File: src/rtl/fft_iter_addr_gen_if.sv
// Strobes from the FFT control unit and the address outputs toward the data RAM / twiddle ROM.
interface fft_iter_addr_gen_if #(
    parameter int LayWL  = 3,
    parameter int AddrWL = 5,
    parameter int TwWL   = 4
);
    logic              EN;
    logic              ADDR_RST;
    logic              ADDR_EN;
    logic              LAY_EN;
    logic [AddrWL-1:0] ADDR_A_R;
    logic [AddrWL-1:0] ADDR_B_R;
    logic [TwWL-1:0]   TW_ADDR;
    logic [AddrWL-1:0] ADDR_A_WR;
    logic [AddrWL-1:0] ADDR_B_WR;
    logic              WR_VALID;
    logic [LayWL-1:0]  LAY_NUM;
    logic              LAST_BUT;

    modport master (
        output EN, ADDR_RST, ADDR_EN, LAY_EN,
        input  ADDR_A_R, ADDR_B_R, TW_ADDR, ADDR_A_WR, ADDR_B_WR, WR_VALID, LAY_NUM, LAST_BUT
    );

    modport slave (
        input  EN, ADDR_RST, ADDR_EN, LAY_EN,
        output ADDR_A_R, ADDR_B_R, TW_ADDR, ADDR_A_WR, ADDR_B_WR, WR_VALID, LAY_NUM, LAST_BUT
    );
endinterface

File: src/rtl/fft_iter_addr_gen.sv
// In-place radix-2 DIT address generator: read/twiddle addresses from butterfly/layer
// counters, plus write-back addresses delayed by the butterfly pipeline depth.
module fft_iter_addr_gen #(
    parameter int LAYERS      = 5,
    parameter int BUTTERFLYES = 16,
    parameter int LayWL       = 3,
    parameter int ButtWL      = 4,
    parameter int AddrWL      = 5,
    parameter int TwWL        = 4,
    parameter int WR_DELAY    = 2
) (
    input  logic              CLK,
    input  logic              RST,
    fft_iter_addr_gen_if.slave bus
);
    logic [ButtWL-1:0] b;
    logic [LayWL-1:0]  l;

    logic [WR_DELAY-1:0]             vld_pipe;
    logic [WR_DELAY-1:0][AddrWL-1:0] a_pipe;
    logic [WR_DELAY-1:0][AddrWL-1:0] b_pipe;

    logic [AddrWL-1:0] b_ext, half, grp, pos, addr_a, addr_b;
    logic [LayWL-1:0]  tw_shift;

    always_comb begin
        b_ext    = AddrWL'(b);
        half     = AddrWL'(1) << l;
        grp      = b_ext >> l;
        pos      = b_ext & (half - AddrWL'(1));
        addr_a   = (grp << (l + LayWL'(1))) + pos;
        addr_b   = addr_a + half;
        tw_shift = LayWL'(LAYERS - 1) - l;
    end

    always_ff @(posedge CLK) begin
        if (RST || bus.ADDR_RST) begin
            b        <= '0;
            l        <= '0;
            vld_pipe <= '0;
            a_pipe   <= '0;
            b_pipe   <= '0;
        end else if (bus.EN) begin
            if (bus.ADDR_EN)
                b <= (b == ButtWL'(BUTTERFLYES - 1)) ? '0 : b + ButtWL'(1);
            // Layer counter saturates; the butterfly wrap never bumps it.
            if (bus.LAY_EN && l != LayWL'(LAYERS - 1))
                l <= l + LayWL'(1);
            vld_pipe[0] <= bus.ADDR_EN;
            a_pipe[0]   <= addr_a;
            b_pipe[0]   <= addr_b;
            for (int i = 1; i < WR_DELAY; i++) begin
                vld_pipe[i] <= vld_pipe[i-1];
                a_pipe[i]   <= a_pipe[i-1];
                b_pipe[i]   <= b_pipe[i-1];
            end
        end
    end

    assign bus.ADDR_A_R  = addr_a;
    assign bus.ADDR_B_R  = addr_b;
    assign bus.TW_ADDR   = pos[TwWL-1:0] << tw_shift;
    assign bus.ADDR_A_WR = a_pipe[WR_DELAY-1];
    assign bus.ADDR_B_WR = b_pipe[WR_DELAY-1];
    assign bus.WR_VALID  = vld_pipe[WR_DELAY-1];
    assign bus.LAY_NUM   = l;
    assign bus.LAST_BUT  = (l == LayWL'(LAYERS - 1)) && (b == ButtWL'(BUTTERFLYES - 1));
endmodule

File: src/flat_wrapper.sv
// flat-port wrapper written by rule: the top's interface ports become plain ports
module fft_iter_addr_gen_flat 
#(
    parameter int LAYERS      = 5,
    parameter int BUTTERFLYES = 16,
    parameter int LayWL       = 3,
    parameter int ButtWL      = 4,
    parameter int AddrWL      = 5,
    parameter int TwWL        = 4,
    parameter int WR_DELAY    = 2
)
  (CLK, RST, bus_EN, bus_ADDR_RST, bus_ADDR_EN, bus_LAY_EN, bus_ADDR_A_R, bus_ADDR_B_R, bus_TW_ADDR, bus_ADDR_A_WR, bus_ADDR_B_WR, bus_WR_VALID, bus_LAY_NUM, bus_LAST_BUT);
  fft_iter_addr_gen_if #(.LayWL(LayWL), .AddrWL(AddrWL), .TwWL(TwWL)) bus_i ();
  input  logic CLK;
  input  logic RST;
  input wire logic [$bits(bus_i.EN)-1:0] bus_EN;
  input wire logic [$bits(bus_i.ADDR_RST)-1:0] bus_ADDR_RST;
  input wire logic [$bits(bus_i.ADDR_EN)-1:0] bus_ADDR_EN;
  input wire logic [$bits(bus_i.LAY_EN)-1:0] bus_LAY_EN;
  output wire logic [$bits(bus_i.ADDR_A_R)-1:0] bus_ADDR_A_R;
  output wire logic [$bits(bus_i.ADDR_B_R)-1:0] bus_ADDR_B_R;
  output wire logic [$bits(bus_i.TW_ADDR)-1:0] bus_TW_ADDR;
  output wire logic [$bits(bus_i.ADDR_A_WR)-1:0] bus_ADDR_A_WR;
  output wire logic [$bits(bus_i.ADDR_B_WR)-1:0] bus_ADDR_B_WR;
  output wire logic [$bits(bus_i.WR_VALID)-1:0] bus_WR_VALID;
  output wire logic [$bits(bus_i.LAY_NUM)-1:0] bus_LAY_NUM;
  output wire logic [$bits(bus_i.LAST_BUT)-1:0] bus_LAST_BUT;
  assign bus_i.EN = bus_EN;
  assign bus_i.ADDR_RST = bus_ADDR_RST;
  assign bus_i.ADDR_EN = bus_ADDR_EN;
  assign bus_i.LAY_EN = bus_LAY_EN;
  assign bus_ADDR_A_R = bus_i.ADDR_A_R;
  assign bus_ADDR_B_R = bus_i.ADDR_B_R;
  assign bus_TW_ADDR = bus_i.TW_ADDR;
  assign bus_ADDR_A_WR = bus_i.ADDR_A_WR;
  assign bus_ADDR_B_WR = bus_i.ADDR_B_WR;
  assign bus_WR_VALID = bus_i.WR_VALID;
  assign bus_LAY_NUM = bus_i.LAY_NUM;
  assign bus_LAST_BUT = bus_i.LAST_BUT;
  fft_iter_addr_gen #(.LAYERS(LAYERS), .BUTTERFLYES(BUTTERFLYES), .LayWL(LayWL), .ButtWL(ButtWL), .AddrWL(AddrWL), .TwWL(TwWL), .WR_DELAY(WR_DELAY)) u_core (.CLK(CLK), .RST(RST), .bus(bus_i));
endmodule
File: config.mk
export PLATFORM = sky130hd
export DESIGN_NAME = fft_iter_addr_gen_flat
export DESIGN_NICKNAME = d
export VERILOG_FILES = /design/src/rtl/fft_iter_addr_gen_if.sv /design/src/rtl/fft_iter_addr_gen.sv /design/src/flat_wrapper.sv
export SDC_FILE = /design/constraint.sdc
export NUM_CORES = 1
export LEC_CHECK = 0
export CAP_MARGIN = 30
export CORE_MARGIN = 2
export CORE_UTILIZATION = 50
export DETAILED_ROUTE_END_ITERATION = 6
export PLACE_DENSITY = 0.77
export SETUP_SLACK_MARGIN = 0.4
export SKIP_CTS_REPAIR_TIMING = 1
export SLEW_MARGIN = 10
export SYNTH_ARGS = -nofsm -noshare
export SYNTH_HDL_FRONTEND = slang
export SYNTH_SLANG_ARGS = --single-unit
export TNS_END_PERCENT = 20
File: constraint.sdc
create_clock -name CLK -period 7.88 [get_ports CLK]
set_clock_uncertainty 0.05 [all_clocks]
set_input_delay 1.97 -clock CLK [delete_from_list [all_inputs] [get_ports CLK]]
set_output_delay 1.97 -clock CLK [all_outputs]
set_load 0.02 [all_outputs]
Word-level counts from Yosys, hierarchy flattened
Index checks and enable logic that the tools add are counted.

Bits of input ports: 6. Word-level logic and storage cells: 27. Output and inout bits: 29. Flip-flop bits (word level): 29.

Shift-type cells: 4. Reduce and logical (&&, ||, !) cells: 5. Bitwise logic cells: 1. Add/subtract/negate cells: 6. Multiplexer cells: 1. Equal/unequal tests: 3.

Operator list (count): $add 5x5->5 (2); $and 4x5->5 (1); $shl 1x3->5 const A (1); $shl 5x3->5 (1); $shr 4x3->5 (1); $sub 5x1->5 const B (1); $add 4x1->4 const B (1); $eq 4x4->1 const B (1); $mux 4 (1); $reduce_and 2->1 (2); $shl 4x3->4 (1); $add 3x1->3 const B (1); $eq 3x3->1 const B (1); $ne 3x3->1 const B (1); $sub 3x3->3 const A (1); $logic_and 1x1->1 (2); $logic_or 1x1->1 (1).

Depth between registers and ports, before layout
Depth after elaboration: 5. Gate-level depth with buffers: 16. Mapped depth without buffers: 15.

Worst setup path before layout
No wires, ideal clock.

Path type: register to output. Start point: register u_core.l[0], in the netlist u_core.bus.LAY_NUM[0]. End point: output port bus_ADDR_B_R[4]. Path buffers: 2. Stages on the path, launching flop included: 15. Data required time: 5.860 ns. Data arrival time: 3.814 ns. Path slack: 2.046 ns. Cells stage by stage: dfxtp_1 > buf_4 > inv_1 > ha_1 > clkbuf_1 > xor2_1 > o32a_1 > nor2_1 > ha_1 > xor2_1 > ha_1 > a21o_1 > a21oi_1 > xnor2_1 > xnor2_1.

Longest elaborated chain between the ends: 5. Elaborated cells on any way between the ends: 8. Classes of those cells: 4 x add/sub; 3 x shift; 1 x bitwise.

RTL lines: start, declared (RTL line fft_iter_addr_gen.sv:17) `logic [LayWL-1:0] l;`; start signal, assigned (RTL line fft_iter_addr_gen.sv:48) `l <= l + LayWL'(1);`; $shl 1x3->5 (RTL line fft_iter_addr_gen.sv:28) `half = AddrWL'(1) << l;`; $sub 5x1->5 (RTL line fft_iter_addr_gen.sv:30) `pos = b_ext & (half - AddrWL'(1));`; $and 4x5->5 (RTL line fft_iter_addr_gen.sv:30); $add 5x5->5 * (RTL line fft_iter_addr_gen.sv:31) `addr_a = (grp << (l + LayWL'(1))) + pos;`; net bus_ADDR_A_R[2] (RTL line flat_wrapper.sv:20) `output wire logic [$bits(bus_i.ADDR_A_R)-1:0] bus_ADDR_A_R;`; $add 5x5->5 * (RTL line fft_iter_addr_gen.sv:32) `addr_b = addr_a + half;`; end, declared (RTL line flat_wrapper.sv:21) `output wire logic [$bits(bus_i.ADDR_B_R)-1:0] bus_ADDR_B_R;`.

Mark *: on every way through the listed nets, which the timed path passes. The rest lies on a longest branch.

Worst setup path after layout
Start point: register u_core.l[0], in the netlist u_core.bus.LAY_NUM[0]. End point: output port bus_ADDR_B_R[4].

Longest elaborated chain between the ends: 5. Elaborated cells on any way between the ends: 8. Classes of those cells: 4 x add/sub; 3 x shift; 1 x bitwise.

RTL lines (RTL line): $shl 1x3->5 (fft_iter_addr_gen.sv:28); $sub 5x1->5 (fft_iter_addr_gen.sv:30); $and 4x5->5 (fft_iter_addr_gen.sv:30); $add 5x5->5 (fft_iter_addr_gen.sv:31); $add 5x5->5 * (fft_iter_addr_gen.sv:32).

Every way passes the cells marked *; elsewhere a longest branch is shown, timed or not.

==> results.md <==
* Number of global-route vias before repair at 1,300
* WL per Instance at 12.7 um
* GR Overflow Total at 0
* P&R area growth vs syn at 20.9%
* Kind of critical path: flop to output pin
* GP Congestion at 0.833
* Synth Area in XOR/XNOR at 6.37%
* Critical path data required time at 5.86 ns
* Clock tree from TritonCTS: done
* Post-Synth Simple-Gate Area at 19.2%
* Initial Util at 52.1%
* Worst hold slack at 0.427 ns
* Post-synth top area share at 30.5%
* Area of the multi-input gates at 0.00116 mm2
* Iter 0 DRT Violations at 74
* MaxCap Viol Count at 0
* CP endpoint kind: output pin
* Buffers on Ports at 34
* Power Dens Cells at 150 mW/mm2
* Final Util at 62.9%
* CORE AREA at 0.00366 mm2
* Top_reg_cell synth: dfxtp_1
* Register area at 581 um2
* Pin count of the biggest net entering global routing at 31
* Leakage Power at 0.982 nW
* Worst path arrival time at 4.83 ns
* CTS root buffer: clkbuf_8
* Clk sinks at 29
* Power consumption at 345 uW
* Crit-path max FO at 15
* Post-DRT Antenna Nets at 0
* Crit start category: flop
* Setup TNS at 0 ns
* Actual transition at the worst max-transition pin at 0.649 ns
* Die area at 0.00432 mm2
* Initial antenna violation count at 0
* Post-synth ARST share at 0%
* Synth Area in Compound Gates at 9.85%
* Post-Synth Adder-Cell Area at 13.9%
* Die Height at 65.7 um
* CTS max path bufs at 2
* Die width at 65.7 um
* Sequential area share after synthesis at 30.5%
* Main combinational cell family by area after synthesis: simple AND/OR/NAND/NOR gates
* Count leader, synth: nor2_1
* Min-Delay Path Class: flop to flop
* Rows at 22
* Tcrit/Tclk final at 86.9%
* Diode count at 0
* Unique cell type count in the Yosys netlist at 44
* Number of enable flip-flop cells after synthesis at 0
* Via count at 1,499
* Register bit count reported by yosys at 29
* Share of cells above drive strength 1 at 6.81%
* Status: finished clean
* Vias per cell at 5.30
* Max transition margin at 56.7%
* Mean cell area of the mapped netlist at 8.95 um2
* Num ports at 35
* GRT Total Usage at 18.4%
* H-tree levels at 2
* Synth top area cells: dfxtp_1, ha_1, mux2i_1
* Mux share of post-synthesis cell area at 11.6%
* Max Freq at 146 MHz
* Cell taking the most area after synthesis: dfxtp_1
* Inserted Clock Buffers at 5
* Net Count, Synth at 239
* Fin. Hold Viols at 0
* DP Wirelength at 2690 um
* Drt first pass iters at 4
* Yosys warnings at 0
* Remaining routing DRC violations at 0
* Setup repair after global routing missed its margin: false
* Nets at 260
* Cell Area, Synth at 0.00191 mm2
* Clock Latency Late Sink at 0.28 ns
* Final WL at 3590 um
* Peak VDD IR at 0.136 mV
* Post-synth top cells: nor2_1, dfxtp_1, mux2i_1
* Setup-failing EPs final at 0
* Gate Count Post-Synth at 213
* Max-slew violations at 0
* First-pass GRT wire length at 6040 um
* Tmin final at 6.85 ns
* # fillers at 320
* Clock slew at reported path FFs at 0.06 ns
-- final timing paths --
check	start	to	slack, ns	depth (start not counted)
setup reg to reg	u_core.bus.LAY_NUM[0]$_SDFFE_PP0P_	u_core.b_pipe[4]$_SDFFE_PP0P_	3.76	12
hold / removal	u_core.vld_pipe[0]$_SDFFE_PP0P_	u_core.vld_pipe[0]$_SDFFE_PP0P_	0.43	2
setup / recovery	u_core.bus.LAY_NUM[0]$_SDFFE_PP0P_	bus_ADDR_B_R[4]	1.03	12
hold reg to reg	u_core.vld_pipe[0]$_SDFFE_PP0P_	u_core.vld_pipe[0]$_SDFFE_PP0P_	0.43	2
-- critical path: stages (launching register included) --
cell             delay, ns
dfxtp_1               0.69
inv_1                 0.19
ha_1                  0.52
nand2b_1              0.28
nor4b_1               0.30
ha_1                  0.24
fa_1                  0.49
fa_1                  0.46
a21o_1                0.17
a21oi_1               0.17
xnor2_1               0.19
xnor2_1               0.18
clkdlybuf4s50_1       0.64
-- report_power, final --
| part | total (mW) | switching [mW] | internal (mW) |
|---|---|---|---|
| combinational | 0.0349 | 0.0190 | 0.0158 |
| sequential | 0.151 | 0.00246 | 0.148 |
| clock | 0.160 | 0.0569 | 0.103 |
| total | 0.345 | 0.0784 | 0.267 |
-- area by class of cell --
| type | count | area share [%] |
|---|---|---|
| multi-input combinational | 154 | 50.4 |
| sequential | 29 | 25.2 |
| timing repair buffer | 35 | 15.1 |
| clock buffer | 6 | 3.59 |
| tap | 48 | 2.61 |
| clock inverter | 2 | 1.63 |
| inverter | 9 | 1.47 |
-- per-layer routing --
| layer | wire [um] | track usage, % |
|---|---|---|
| met2 | 1630 | 27.4 |
| met4 | 45 | 6.77 |
| met1 | 1700 | 24.9 |
| met5 | 0 | 0 |
| met3 | 211 | 5.65 |
-- placed cells by master (no fill, tap or decap), types with 6 or more instances in the layout --
cell type         n
clkbuf_8          6
clkdlybuf4s50_1  34
nor2_1           31
xor2_1            7
a21oi_1          11
dfxtp_1          29
ha_1             18
inv_1             9
nand2_1           8
mux2i_1          22
-- kinds of logic after synthesis --
group           Yosys count
xor+xnor                 13
simple gates             72
compound gates           27
flops                    29
fa+ha+maj                20
mux                      22
buf+inv                  30
-- flip-flops by register name, summed over array words and instances (netlist names) --
register,cells
u_core.a_pipe,5
u_core.b,4
u_core.b_pipe,5
u_core.bus.ADDR_A_WR,5
u_core.bus.ADDR_B_WR,5
u_core.bus.LAY_NUM,3
u_core.vld_pipe,2
-- through the flow --
step           worst slack [ns]  std cells  instance area, um2
2_1_floorplan              2.05        213                1910
5_1_grt                   0.741        283                2300
6_report                   1.03        283                2300
3_3_place_gp               1.49        275                2180
3_5_place_dp               1.38        275                2180
4_1_cts                    1.05        283                2300
Power figures use the tool's default switching activity.
